[src/rtl/arbitro_rx_lanes_if.sv]
// Lane-FIFO side and downstream side of the RX lane scheduler, bundled as one bus.
// The scheduler is the master; whoever owns the FIFOs and the consumer is the slave.
interface arbitro_rx_lanes_if #(
  parameter int DATA_W = 8
);
  logic              empty0;
  logic              empty1;
  logic              empty2;
  logic              empty3;
  logic [DATA_W-1:0] data_fifo0;
  logic [DATA_W-1:0] data_fifo1;
  logic [DATA_W-1:0] data_fifo2;
  logic [DATA_W-1:0] data_fifo3;
  logic              almost_full_out;
  logic              pop0;
  logic              pop1;
  logic              pop2;
  logic              pop3;
  logic [DATA_W-1:0] data_out;
  logic              valid_out;
  logic [1:0]        lane_out;
  logic              active;

  modport master (
    input  empty0, empty1, empty2, empty3,
    input  data_fifo0, data_fifo1, data_fifo2, data_fifo3,
    input  almost_full_out,
    output pop0, pop1, pop2, pop3,
    output data_out, valid_out, lane_out, active
  );

  modport slave (
    output empty0, empty1, empty2, empty3,
    output data_fifo0, data_fifo1, data_fifo2, data_fifo3,
    output almost_full_out,
    input  pop0, pop1, pop2, pop3,
    input  data_out, valid_out, lane_out, active
  );
endinterface

[src/rtl/arbitro_rx_lanes.sv]
// Round-robin scheduler draining four RX lane FIFOs onto one tagged output bus,
// with a per-lane burst limit, back-pressure stall and a fixed two-cycle latency.
module arbitro_rx_lanes #(
  parameter int DATA_W = 8,
  parameter int BURST  = 4
) (
  input logic                clk_4f,
  input logic                reset,
  arbitro_rx_lanes_if.master bus
);

  typedef enum logic {IDLE, ACTIVE} state_t;

  localparam logic [3:0] BURST_L = 4'(BURST);

  state_t            state;
  logic [1:0]        ptr;
  logic [1:0]        cur;
  logic [3:0]        burst_cnt;
  logic [1:0]        ptr_n;
  logic [1:0]        cur_n;
  logic [3:0]        burst_n;
  logic [3:0]        run_len;
  logic [3:0]        req;
  logic [3:0]        req_rot;
  logic [3:0]        grant;
  logic [1:0]        grant_lane;
  logic              can_issue;
  logic [DATA_W-1:0] lane_data [4];

  logic              vld_p0;
  logic [1:0]        lane_p0;
  logic              vld_p1;
  logic [1:0]        lane_p1;
  logic [DATA_W-1:0] data_p1;
  logic              active_p1;

  function automatic logic [1:0] first_req(input logic [3:0] v);
    first_req = 2'd0;
    for (int k = 3; k >= 0; k--) begin
      if (v[k]) first_req = 2'(k);
    end
  endfunction

  assign req          = ~{bus.empty3, bus.empty2, bus.empty1, bus.empty0};
  assign lane_data[0] = bus.data_fifo0;
  assign lane_data[1] = bus.data_fifo1;
  assign lane_data[2] = bus.data_fifo2;
  assign lane_data[3] = bus.data_fifo3;

  // reset gates the pops combinationally, so nothing leaves a FIFO while held
  assign can_issue = reset & ~bus.almost_full_out & (|req);

  // bit k of req_rot is lane ptr+k, so the lowest set bit is the round-robin winner
  always_comb begin
    case (ptr)
      2'd0:    req_rot = req;
      2'd1:    req_rot = {req[0],   req[3:1]};
      2'd2:    req_rot = {req[1:0], req[3:2]};
      default: req_rot = {req[2:0], req[3]};
    endcase
  end

  always_comb begin
    grant_lane = cur;
    if (!(req[cur] && burst_cnt != 4'd0)) grant_lane = ptr + first_req(req_rot);
    grant = can_issue ? (4'b0001 << grant_lane) : 4'b0000;
  end

  assign bus.pop0 = grant[0];
  assign bus.pop1 = grant[1];
  assign bus.pop2 = grant[2];
  assign bus.pop3 = grant[3];

  // a stall leaves ptr/cur/burst_cnt alone so the interrupted burst resumes afterwards
  always_comb begin
    ptr_n   = ptr;
    cur_n   = cur;
    burst_n = burst_cnt;
    run_len = (grant_lane == cur) ? burst_cnt + 4'd1 : 4'd1;
    if (can_issue) begin
      cur_n = grant_lane;
      if (run_len >= BURST_L) begin
        ptr_n   = grant_lane + 2'd1;
        burst_n = 4'd0;
      end else begin
        burst_n = run_len;
        if (grant_lane != cur && burst_cnt != 4'd0) ptr_n = cur + 2'd1;
      end
    end else if (!bus.almost_full_out && burst_cnt != 4'd0) begin
      ptr_n   = cur + 2'd1;
      burst_n = 4'd0;
    end
  end

  always_ff @(posedge clk_4f) begin
    if (!reset) begin
      state     <= IDLE;
      active_p1 <= 1'b0;
      ptr       <= 2'd0;
      cur       <= 2'd0;
      burst_cnt <= 4'd0;
      vld_p0    <= 1'b0;
      lane_p0   <= 2'd0;
      vld_p1    <= 1'b0;
      lane_p1   <= 2'd0;
      data_p1   <= '0;
    end else begin
      case (state)
        IDLE: begin
          if (can_issue) begin
            state     <= ACTIVE;
            active_p1 <= 1'b1;
          end
        end
        ACTIVE: begin
          if (!can_issue) begin
            state     <= IDLE;
            active_p1 <= 1'b0;
          end
        end
        default: begin
          state     <= IDLE;
          active_p1 <= 1'b0;
        end
      endcase
      ptr       <= ptr_n;
      cur       <= cur_n;
      burst_cnt <= burst_n;
      // stage p0: lane tag of the word the FIFO presents during the next cycle
      vld_p0    <= can_issue;
      lane_p0   <= grant_lane;
      // stage p1: capture the popped word; data/lane hold when no word arrives
      vld_p1    <= vld_p0;
      if (vld_p0) begin
        data_p1 <= lane_data[lane_p0];
        lane_p1 <= lane_p0;
      end
    end
  end

  assign bus.data_out  = data_p1;
  assign bus.valid_out = vld_p1;
  assign bus.lane_out  = lane_p1;
  assign bus.active    = active_p1;

endmodule

[src/flat_wrapper.sv]
// flat-port wrapper written by rule: the top's interface ports become plain ports
module arbitro_rx_lanes_flat 
#(
  parameter int DATA_W = 8,
  parameter int BURST  = 4
)
  (clk_4f, reset, bus_empty0, bus_empty1, bus_empty2, bus_empty3, bus_data_fifo0, bus_data_fifo1, bus_data_fifo2, bus_data_fifo3, bus_almost_full_out, bus_pop0, bus_pop1, bus_pop2, bus_pop3, bus_data_out, bus_valid_out, bus_lane_out, bus_active);
  arbitro_rx_lanes_if #(.DATA_W(DATA_W)) bus_i ();
  input logic clk_4f;
  input logic reset;
  input wire logic [$bits(bus_i.empty0)-1:0] bus_empty0;
  input wire logic [$bits(bus_i.empty1)-1:0] bus_empty1;
  input wire logic [$bits(bus_i.empty2)-1:0] bus_empty2;
  input wire logic [$bits(bus_i.empty3)-1:0] bus_empty3;
  input wire logic [$bits(bus_i.data_fifo0)-1:0] bus_data_fifo0;
  input wire logic [$bits(bus_i.data_fifo1)-1:0] bus_data_fifo1;
  input wire logic [$bits(bus_i.data_fifo2)-1:0] bus_data_fifo2;
  input wire logic [$bits(bus_i.data_fifo3)-1:0] bus_data_fifo3;
  input wire logic [$bits(bus_i.almost_full_out)-1:0] bus_almost_full_out;
  output wire logic [$bits(bus_i.pop0)-1:0] bus_pop0;
  output wire logic [$bits(bus_i.pop1)-1:0] bus_pop1;
  output wire logic [$bits(bus_i.pop2)-1:0] bus_pop2;
  output wire logic [$bits(bus_i.pop3)-1:0] bus_pop3;
  output wire logic [$bits(bus_i.data_out)-1:0] bus_data_out;
  output wire logic [$bits(bus_i.valid_out)-1:0] bus_valid_out;
  output wire logic [$bits(bus_i.lane_out)-1:0] bus_lane_out;
  output wire logic [$bits(bus_i.active)-1:0] bus_active;
  assign bus_i.empty0 = bus_empty0;
  assign bus_i.empty1 = bus_empty1;
  assign bus_i.empty2 = bus_empty2;
  assign bus_i.empty3 = bus_empty3;
  assign bus_i.data_fifo0 = bus_data_fifo0;
  assign bus_i.data_fifo1 = bus_data_fifo1;
  assign bus_i.data_fifo2 = bus_data_fifo2;
  assign bus_i.data_fifo3 = bus_data_fifo3;
  assign bus_i.almost_full_out = bus_almost_full_out;
  assign bus_pop0 = bus_i.pop0;
  assign bus_pop1 = bus_i.pop1;
  assign bus_pop2 = bus_i.pop2;
  assign bus_pop3 = bus_i.pop3;
  assign bus_data_out = bus_i.data_out;
  assign bus_valid_out = bus_i.valid_out;
  assign bus_lane_out = bus_i.lane_out;
  assign bus_active = bus_i.active;
  arbitro_rx_lanes #(.DATA_W(DATA_W), .BURST(BURST)) u_core (.clk_4f(clk_4f), .reset(reset), .bus(bus_i));
endmodule
[config.mk]
export PLATFORM = sky130hd
export DESIGN_NAME = arbitro_rx_lanes_flat
export DESIGN_NICKNAME = d
export VERILOG_FILES = /design/src/rtl/arbitro_rx_lanes_if.sv /design/src/rtl/arbitro_rx_lanes.sv /design/src/flat_wrapper.sv
export SDC_FILE = /design/constraint.sdc
export NUM_CORES = 1
export LEC_CHECK = 0
export BUFFER_PORTS_ARGS = -buffer_cell sky130_fd_sc_hd__buf_2
export CORE_MARGIN = 2
export CORE_UTILIZATION = 34
export CTS_CLUSTER_SIZE = 25
export DETAILED_ROUTE_END_ITERATION = 10
export SYNTH_ARGS = -nofsm -noshare
export SYNTH_HDL_FRONTEND = slang
export SYNTH_SLANG_ARGS = --single-unit
export TNS_END_PERCENT = 100
[constraint.sdc]
create_clock -name clk_4f -period 4.8 [get_ports clk_4f]
set_clock_uncertainty 0.15 [all_clocks]
set_input_delay 0.72 -clock clk_4f [delete_from_list [all_inputs] [get_ports clk_4f]]
set_output_delay 0.72 -clock clk_4f [all_outputs]
set_load 0.05 [all_outputs]
==> results of run 1 <==
## metal layers
layer / track usage [%] / vias to the layer above
met5: 0 / -
met4: 4.40 / 0
met3: 1.14 / 4
met2: 22.1 / 23
met1: 18.4 / 615
li1: - / 676
## registers in the layout, indices dropped and copies added (netlist names)
signal and count:
u_core.cur 2, u_core.bus.data_out 8, u_core.burst_cnt 4, u_core.bus.valid_out 1, u_core.lane_p0 2, u_core.vld_p0 1, u_core.ptr 2, u_core.bus.lane_out 2
u_core.bus.active 1
## layout make-up
cell class,count,area [sq um],share of cell area (%)
well taps,52,65.1,3.52
multi-input cells,123,972,52.6
repair buffers,55,278,15.0
inverters,7,26.3,1.42
flip-flops and latches,23,460,24.9
clock buffers,3,41.3,2.23
clock inverters,1,5.00,0.271
## cells by family (layout without fill, tap and decap cells)
family                     count (synthesis)  in the layout  synth area share [%]
and+or+nand+nor                           64             64                  22.1
AOI/OAI and AO/OA                         24             24                  10.6
muxes                                     24             24                  23.2
DFF                                       23             23                  30.3
buffers and inverters                     19             66                  5.68
adders and majority gates                  7              7                  5.77
xor gates and xnor gates                   4              4                  2.31
## cells in the mapped netlist, types with 2 or more instances
cell type	instances
nor3_1	4
mux2i_1	15
a32o_1	2
mux4_2	9
nor2_1	20
inv_1	6
nand2b_1	5
clkbuf_1	7
and2_1	4
nand3_1	3
a211o_1	2
xor2_1	3
a21oi_1	5
nor2b_1	3
nand2_1	17
buf_2	3
and3_1	2
dfxtp_1	23
ha_1	7
o21ai_0	5
## worst min path at each step
stage	from	end	cells past startpoint
after floorplan	u_core.vld_p0	u_core.bus.valid_out	2
after global placement	u_core.bus.active	u_core.bus.active	2
after detailed placement	u_core.bus.active	u_core.bus.active	2
after global routing	u_core.bus.active	u_core.bus.active	2
final	u_core.bus.active	u_core.bus.active	2
after CTS	u_core.bus.active	u_core.bus.active	2
## power groups by stage
stage	Sequential (W)	Clock [W]	Combinational [W]
final	0.000255	0.000120	0.000263
after global routing	0.000262	0.000133	0.000293
after CTS	0.000256	0.000126	0.000266
after detailed placement	0.000260	0	0.000264
after global placement	0.000259	0	0.000265
after floorplan	0.000254	0	0.000209
## stage by stage
step / instance area, sq um / hold slack (ns) / setup WS, ns / cells
6_report: 1850 / 0.326 / 0.455 / 264
5_1_grt: 1850 / 0.363 / 0.0930 / 264
4_1_cts: 1850 / 0.327 / 0.429 / 264
3_5_place_dp: 1800 / 0.314 / 0.435 / 260
3_3_place_gp: 1800 / 0.314 / 0.495 / 260
2_1_floorplan: 1520 / 0.294 / 0.715 / 165
## worst max-delay path: cells and delay by family
kind | cells | cell delay [ns]
AND/OR/NAND/NOR | 5 | 0.92
buffers and inverters | 3 | 0.48
adder cells (fa/ha/maj) | 2 | 0.45
AO/OA/AOI/OAI | 5 | 0.89
==> results.json, run 1 <==
{
  "grt-ovfl-total": 0,
  "areaGrowthSynthToFinish_pct": 21.7,
  "async_reset_ff_share_pct": 0,
  "crit_start": "bus_empty3",
  "fp.dieArea_sq_mm": 0.00502,
  "synth-main-ff-cell": "dfxtp_1",
  "via_per_inst": 4.99,
  "netlist_instances": 165,
  "drive_gt1_share_pct": 34.0,
  "ant_nets": 0,
  "power.density_mw_per_mm2": 345,
  "cts_hold_buffers": 0,
  "die_w_microns": 70.8,
  "grt_max_degree": 19,
  "numCtsBuffers": 3,
  "holdCritPathClass": "flop to flop",
  "routed-wl-met3_microns": 83,
  "post-route-util_pct": 42.7,
  "r2r_cells": 13,
  "finalWorstPathRequiredPeriod_ns": 4.35,
  "yosysTopAreaCell": "dfxtp_1",
  "worstSkewPairLatency_ns": 0.26,
  "cts_sinks": 23,
  "syn_avg_cell_area_sq_um": 9.21,
  "synth_edf_count": 0,
  "synthDistinctLibCells": 40,
  "regToRegEndpoint": "u_core.ptr[1]",
  "ys_top_cells_by_area": "dfxtp_1 (30%), mux4_2 (13%), mux2i_1 (9.9%)",
  "start_util_pct": 35.1,
  "ys_warn_count": 0,
  "syn-num-nets": 211,
  "nets": 259,
  "rsz0062_at_grt": "false",
  "clk_pin_slew_worst_paths_ns": 0.09,
  "setup.worst_path.start_class": "input port",
  "cp.required_ns": 3.93,
  "critPathCapture": "bus_pop3",
  "drc_errors": 0,
  "final_cell_mix": "buf_2 (54), dfxtp_1 (23), nor2_1 (20)",
  "cts_buffer_depth": 2,
  "drt-initial-drc-count": 50,
  "num_antenna_cells": 0,
  "cts_tree": "yes",
  "vdd_ir_drop_max_uv": 158,
  "n_fill_cell": 467,
  "finalHoldViolations": 0,
  "fin_tns_setup_ns": 0,
  "clock_power_share_pct": 18.9,
  "maxCapViolations": 0,
  "portBuffers": 54,
  "post_drt_wl_per_cell_microns": 12.6,
  "dr.max_layer_used": "met4",
  "cp_cell_sequence": "buf_2 -> nand2b_1 -> o221ai_1 -> o21ai_0 -> o211ai_1 -> ha_1 -> nand2b_1 -> a21oi_1 -> nor4b_4 -> nand2b_1 -> a21boi_0 -> inv_1 -> ha_1 -> and2_1 -> buf_2",
  "worst-setup-path-type": "input port to output port",
  "dpl.hpwl_mm": 2.55,
  "p_switching_w": 0.000247,
  "intPower_w": 0.000391,
  "track_usage_pct": 13.4,
  "p_sw_share_pct": 38.7,
  "postCtsSetupRepairBufs": 0,
  "gp_congestion": 0.742,
  "yosysSeqAreaShare_pct": 30.3,
  "crit_fanout": 10,
  "h-tree-depth": 1,
  "cts_resized": 0,
  "num_rows": 24,
  "worstPathArrival_ns": 3.48,
  "num_vias": 1318,
  "core_area_sq_mm": 0.00432,
  "setup.reg_to_reg.worst_slack_ns": 1.35,
  "fin_crit_sh_pct": 90.5,
  "worst_pin_slew_ns": 0.641,
  "routedLengthMet1_mm": 1.59,
  "seqPwrFrac_pct": 39.9,
  "wl_met2_mm": 1.60,
  "synth_top_area_share_pct": 30.3,
  "endpoint_kind": "output port",
  "totalWireLength_mm": 3.32,
  "synth_seq_cells": 23,
  "drtPass1Iterations": 4,
  "grt_pass1_vias": 1198,
  "drv_slew": 0,
  "synth_area_sq_mm": 0.00152,
  "pwr-share-comb_pct": 41.2,
  "max_slew_margin_pct": 57.2,
  "crit_top_cell": "nand2b_1",
  "power.total_w": 0.000638,
  "final_common_cell": "buf_2",
  "slowest_stage": "a21boi_0",
  "clockRootBuffer": "clkbuf_8",
  "setup_viol": 0,
  "p_leak_nw": 0.839,
  "status": "finished clean",
  "r2r-start": "u_core.ptr[0]",
  "fmax_mhz": 230,
  "die_h_microns": 70.8,
  "antenna_found_initial": 0,
  "grt_pass1_wl_mm": 5.52,
  "slowest_delay_ns": 0.47,
  "design.portCount": 55
}
Note: power is estimated with default switching activity, not from simulation.
==> inputs of run 2 (changes only) <==
--- a/config.mk
+++ b/config.mk
@@ -6,7 +6,6 @@
 export NUM_CORES = 1
 export LEC_CHECK = 0
 export BUFFER_PORTS_ARGS = -buffer_cell sky130_fd_sc_hd__buf_2
-export CORE_MARGIN = 2
 export CORE_UTILIZATION = 34
 export CTS_CLUSTER_SIZE = 25
 export DETAILED_ROUTE_END_ITERATION = 10
==> results.json, run 2 (same netlist as run 1, synthesis figures left out) <==
{
  "final_area_sq_mm": 0.00184,
  "num_antenna_cells": 0,
  "cts_hold_buffers": 0,
  "drtPass1Iterations": 4,
  "cts_resized": 0,
  "dpl.cell_count": 258,
  "stdcell_count": 262,
  "drive_gt1_share_pct": 33.5,
  "worstPathArrival_ns": 3.51,
  "maxCapViolations": 0,
  "final_cell_mix": "buf_2 (54), dfxtp_1 (23), nor2_1 (20)",
  "r2r_cells": 13,
  "drt-initial-drc-count": 29,
  "post_drt_wl_per_cell_microns": 12.4,
  "h-tree-depth": 1,
  "fp.dieArea_sq_mm": 0.00474,
  "gp_congestion": 0.787,
  "largest_reg_flops": 8,
  "areaGrowthSynthToFinish_pct": 21.4,
  "drc_errors": 0,
  "clk_pin_slew_worst_paths_ns": 0.08,
  "critPathCapture": "bus_pop2",
  "cts_sinks": 23,
  "rsz0062_at_grt": "false",
  "setup.worst_path.start_class": "input port",
  "power.density_mw_per_mm2": 344,
  "dpl.hpwl_mm": 2.55,
  "grt_pass1_vias": 1107,
  "drv_slew": 0,
  "ant_nets": 0,
  "setup.reg_to_reg.worst_slack_ns": 1.33,
  "crit_start": "bus_empty3",
  "num_rows": 23,
  "totalWireLength_mm": 3.24,
  "postCtsSetupRepairBufs": 0,
  "grt_max_degree": 19,
  "die_w_microns": 68.8,
  "setup_ws_ns": 0.421,
  "fin_tns_setup_ns": 0,
  "holdCritPathClass": "flop to flop",
  "vdd_ir_drop_max_uv": 225,
  "portBuffers": 54,
  "cts_tree": "yes",
  "status": "finished clean",
  "p_leak_nw": 0.837,
  "start_util_pct": 36.7,
  "worstSkewPairLatency_ns": 0.26,
  "cp.required_ns": 3.93,
  "finalHoldViolations": 0,
  "worst-setup-path-type": "input port to output port",
  "crit_fanout": 10,
  "cts_buffer_depth": 2,
  "setup_viol": 0,
  "r2r-start": "u_core.ptr[0]",
  "fmax_mhz": 228,
  "final_common_cell": "buf_2",
  "worst_pin_slew_ns": 0.660,
  "via_per_inst": 4.94,
  "track_usage_pct": 14.2,
  "fin_crit_sh_pct": 91.2,
  "grt_pass1_wl_mm": 5.09,
  "numCtsBuffers": 3,
  "design.portCount": 55,
  "finalWorstPathRequiredPeriod_ns": 4.38,
  "regToRegEndpoint": "u_core.ptr[1]",
  "core_area_sq_mm": 0.00414,
  "clockRootBuffer": "clkbuf_8",
  "antenna_found_initial": 0,
  "place_ws_ns": 0.393,
  "die_h_microns": 68.8,
  "max_slew_margin_pct": 55.9,
  "endpoint_kind": "output port",
  "nets": 259,
  "placed_area_sq_mm": 0.00180,
  "grt-ovfl-total": 0,
  "num_vias": 1293
}
==> run 2: cell count changes in the layout (fill, tap and decap cells not counted), sizes merged <==
cell    change
clkinv      -1
clkbuf      +1
==> run 2: power by group <==
part           total, W  internal (W)  switching, W
clock          0.000117     0.0000591     0.0000578
combinational  0.000262      0.000122      0.000140
sequential     0.000255      0.000211     0.0000433
total          0.000634      0.000392      0.000241
==> run 2: critical path: stages <==
cell and delay [ns]:
buf_2 0.15, nand2b_1 0.15, o221ai_1 0.15, o21ai_0 0.12
o211ai_1 0.11, ha_1 0.23, nand2b_1 0.12, a21oi_1 0.06
nor4b_4 0.39, nand2b_1 0.15, a21boi_0 0.47, inv_1 0.13
ha_1 0.22, and2_1 0.13, buf_2 0.20
==> run 2: how the worst min path moves through the flow <==
stage / from / to / slack (ns) / depth (start not counted)
2_1_floorplan: u_core.vld_p0 / u_core.bus.valid_out / 0.29 / 2
3_3_place_gp: u_core.bus.active / u_core.bus.active / 0.31 / 2
3_5_place_dp: u_core.bus.active / u_core.bus.active / 0.32 / 2
4_1_cts: u_core.bus.active / u_core.bus.active / 0.33 / 2
5_1_grt: u_core.bus.lane_out[0] / u_core.bus.lane_out[0] / 0.37 / 2
6_report: u_core.bus.active / u_core.bus.active / 0.33 / 2
==> run 2: metal layers <==
| metal | part of all wire (%) | up-vias | wire (microns) | GRT usage [%] |
|---|---|---|---|---|
| met1 | 48 | 595 | 1560 | 19.2 |
| met3 | 3.2 | 2 | 102 | 3.95 |
| met4 | 0.34 | 0 | 11 | 1.53 |
| li1 | - | 676 | - | - |
| met2 | 48 | 20 | 1570 | 23.2 |
| met5 | 0 | - | 0 | 0 |
==> run 2: metrics by stage <==
step | power, W | hold WS, ns | util (%)
floorplan | 0.000463 | 0.294 | -
finish | 0.000634 | 0.327 | 44.5
detailed placement | 0.000524 | 0.318 | 43.4
global route | 0.000683 | 0.371 | 44.5
global placement | 0.000521 | 0.309 | 43.4
CTS | 0.000641 | 0.331 | 44.5
==> run 2: layout make-up <==
type / instances / area (sq um)
clock buffer: 4 / 45.0
fill: 448 / 2300
inverter: 7 / 26.3
multi-input combinational: 123 / 972
sequential: 23 / 460
tap: 50 / 62.6
timing repair buffer: 55 / 278
==> inputs of run 3 (changes only) <==
--- a/config.mk
+++ b/config.mk
@@ -6,9 +6,11 @@
 export NUM_CORES = 1
 export LEC_CHECK = 0
 export BUFFER_PORTS_ARGS = -buffer_cell sky130_fd_sc_hd__buf_2
+export CORE_ASPECT_RATIO = 1.4
 export CORE_UTILIZATION = 34
 export CTS_CLUSTER_SIZE = 25
 export DETAILED_ROUTE_END_ITERATION = 10
+export MAX_ROUTING_LAYER = met4
 export SYNTH_ARGS = -nofsm -noshare
 export SYNTH_HDL_FRONTEND = slang
 export SYNTH_SLANG_ARGS = --single-unit
==> constraint.sdc (replaced) <==
create_clock -name clk_4f -period 4.8 [get_ports clk_4f]
set_clock_uncertainty 0.15 [all_clocks]
set_input_delay 0.72 -clock clk_4f [delete_from_list [all_inputs] [get_ports clk_4f]]
set_output_delay 0.72 -clock clk_4f [all_outputs]
set_load 0.005 [all_outputs]
==> results.json, run 3 (same netlist as run 1, synthesis figures left out) <==
{
  "endpoint_kind": "output port",
  "crit_start": "bus_empty3",
  "multi_input_area_sq_um": 972,
  "crit_buf_inv": 4,
  "cts_sinks": 23,
  "critical_path_depth": 16,
  "worstPathArrival_ns": 3.15,
  "postCtsSetupRepairBufs": 0,
  "core_area_sq_mm": 0.00424,
  "final-seq-area_sq_um": 460,
  "worstSkewPairLatency_ns": 0.26,
  "track_usage_pct": 15.1,
  "max_slew_margin_pct": 55.8,
  "cp.required_ns": 3.93,
  "die_w_microns": 58.5,
  "drc_errors": 0,
  "vdd_ir_drop_max_uv": 142,
  "portBuffers": 54,
  "r2r_cells": 14,
  "drtPass1Iterations": 5,
  "setup_ws_ns": 0.784,
  "nets": 260,
  "dpl.hpwl_mm": 2.57,
  "cts_buffer_depth": 2,
  "fp.dieArea_sq_mm": 0.00474,
  "drt-initial-drc-count": 20,
  "finalHoldViolations": 0,
  "crit_fanout": 10,
  "regToRegEndpoint": "u_core.ptr[1]",
  "rsz0062_at_grt": "false",
  "holdCritPathClass": "flop to flop",
  "cts_tree": "yes",
  "power.density_mw_per_mm2": 320,
  "worst-setup-path-type": "input port to output port",
  "via_per_inst": 4.88,
  "clockRootBuffer": "clkbuf_8",
  "place_ws_ns": 0.752,
  "largest_reg_flops": 8,
  "design.portCount": 55,
  "final_cell_mix": "buf_2 (54), dfxtp_1 (23), nor2_1 (20)",
  "cp_cell_sequence": "buf_2 -> nand2b_1 -> o221ai_1 -> o21ai_0 -> o211ai_1 -> ha_1 -> nand2b_1 -> a21oi_1 -> nor4b_4 -> nand2b_1 -> a21boi_0 -> buf_4 -> inv_1 -> ha_1 -> and2_1 -> buf_2",
  "slowest_stage": "nor4b_4",
  "post_drt_wl_per_cell_microns": 12.0,
  "maxCapViolations": 0,
  "power.total_w": 0.000598,
  "r2r-start": "u_core.ptr[0]",
  "numCtsBuffers": 3,
  "h-tree-depth": 1,
  "cts_hold_buffers": 0,
  "num_rows": 28,
  "totalWireLength_mm": 3.29,
  "antenna_found_initial": 0,
  "slowest_delay_ns": 0.39,
  "hold_slack_ns": 0.341,
  "grt-ovfl-total": 0,
  "fmax_mhz": 249,
  "num_vias": 1331,
  "status": "finished clean",
  "cts_resized": 0,
  "grt_max_degree": 19,
  "worstHoldPathCells": 2,
  "fin_tns_setup_ns": 0,
  "ant_nets": 0,
  "gp_congestion": 0.777,
  "n_fill_cell": 441,
  "setup.worst_path.start_class": "input port",
  "fin_crit_sh_pct": 83.7,
  "min_to": "u_core.bus.data_out[5]",
  "num_antenna_cells": 0,
  "worst_pin_slew_ns": 0.661,
  "drv_slew": 0,
  "grt_pass1_wl_mm": 5.42,
  "start_util_pct": 35.8,
  "setup.reg_to_reg.worst_slack_ns": 1.51,
  "areaGrowthSynthToFinish_pct": 22.8,
  "setup_viol": 0,
  "final_common_cell": "buf_2",
  "finalWorstPathRequiredPeriod_ns": 4.02,
  "drive_gt1_share_pct": 34.3,
  "p_leak_nw": 0.844,
  "die_h_microns": 81.1,
  "clk_pin_slew_worst_paths_ns": 0.08,
  "critPathTopFamily": "simple AND/OR/NAND/NOR gates",
  "worstHoldStart": "u_core.bus.data_out[5]",
  "crit_top_cell": "nand2b_1",
  "grt_pass1_vias": 1164
}
==> run 3: changes by cell type in the layout (fill, tap and decap cells not counted) <==
cell / change
buf_4: +1
clkbuf_1: -1
clkinv_2: +1
==> run 3: how the worst max path moves through the flow <==
stage / to / slack, ns
finish: bus_pop2 / 0.78
global route: bus_pop3 / 0.46
CTS: bus_pop2 / 0.76
detailed placement: bus_pop2 / 0.75
global placement: bus_pop2 / 0.83
floorplan: bus_pop2 / 0.89
==> run 3: area by class of cell <==
class                      count  share of cell area [%]
clock buffer                   3                    2.21
timing repair buffer          56                    15.3
sequential                    23                    24.7
multi-input combinational    123                    52.1
tap                           60                    4.02
inverter                       7                    1.41
clock inverter                 1                   0.268
==> run 3: power breakdown <==
part	internal (W)	switching (W)
Clock	0.0000578	0.0000590
Combinational	0.000125	0.000101
Sequential	0.000211	0.0000429
Total	0.000394	0.000203
==> run 3: per-stage QoR <==
step / utilization [%] / std cells / area, sq um
final: 44.0 / 273 / 1870
after global routing: 44.0 / 273 / 1870
after CTS: 44.0 / 273 / 1870
after detailed placement: 42.9 / 269 / 1820
after global placement: 42.9 / 269 / 1820
after floorplan: - / 165 / 1520
==> run 3: worst register-to-register path: cells and delay by family (launching register included) <==
kind                     cells  cell delay (ns)
flip-flops                   1             0.62
adder cells (fa/ha/maj)      2             0.55
multiplexers                 1             0.18
buffers and inverters        2             0.22
AND/OR/NAND/NOR              4             0.81
AO/OA/AOI/OAI                5             0.68
==> run 3: metal layers <==
layer / GRT usage, % / vias to the layer above / wire length, microns
met4: 5.00 / 0 / 24
met2: 26.7 / 41 / 1680
met5: - / - / 0
met1: 17.6 / 612 / 1370
li1: - / 676 / -
met3: 1.91 / 2 / 212
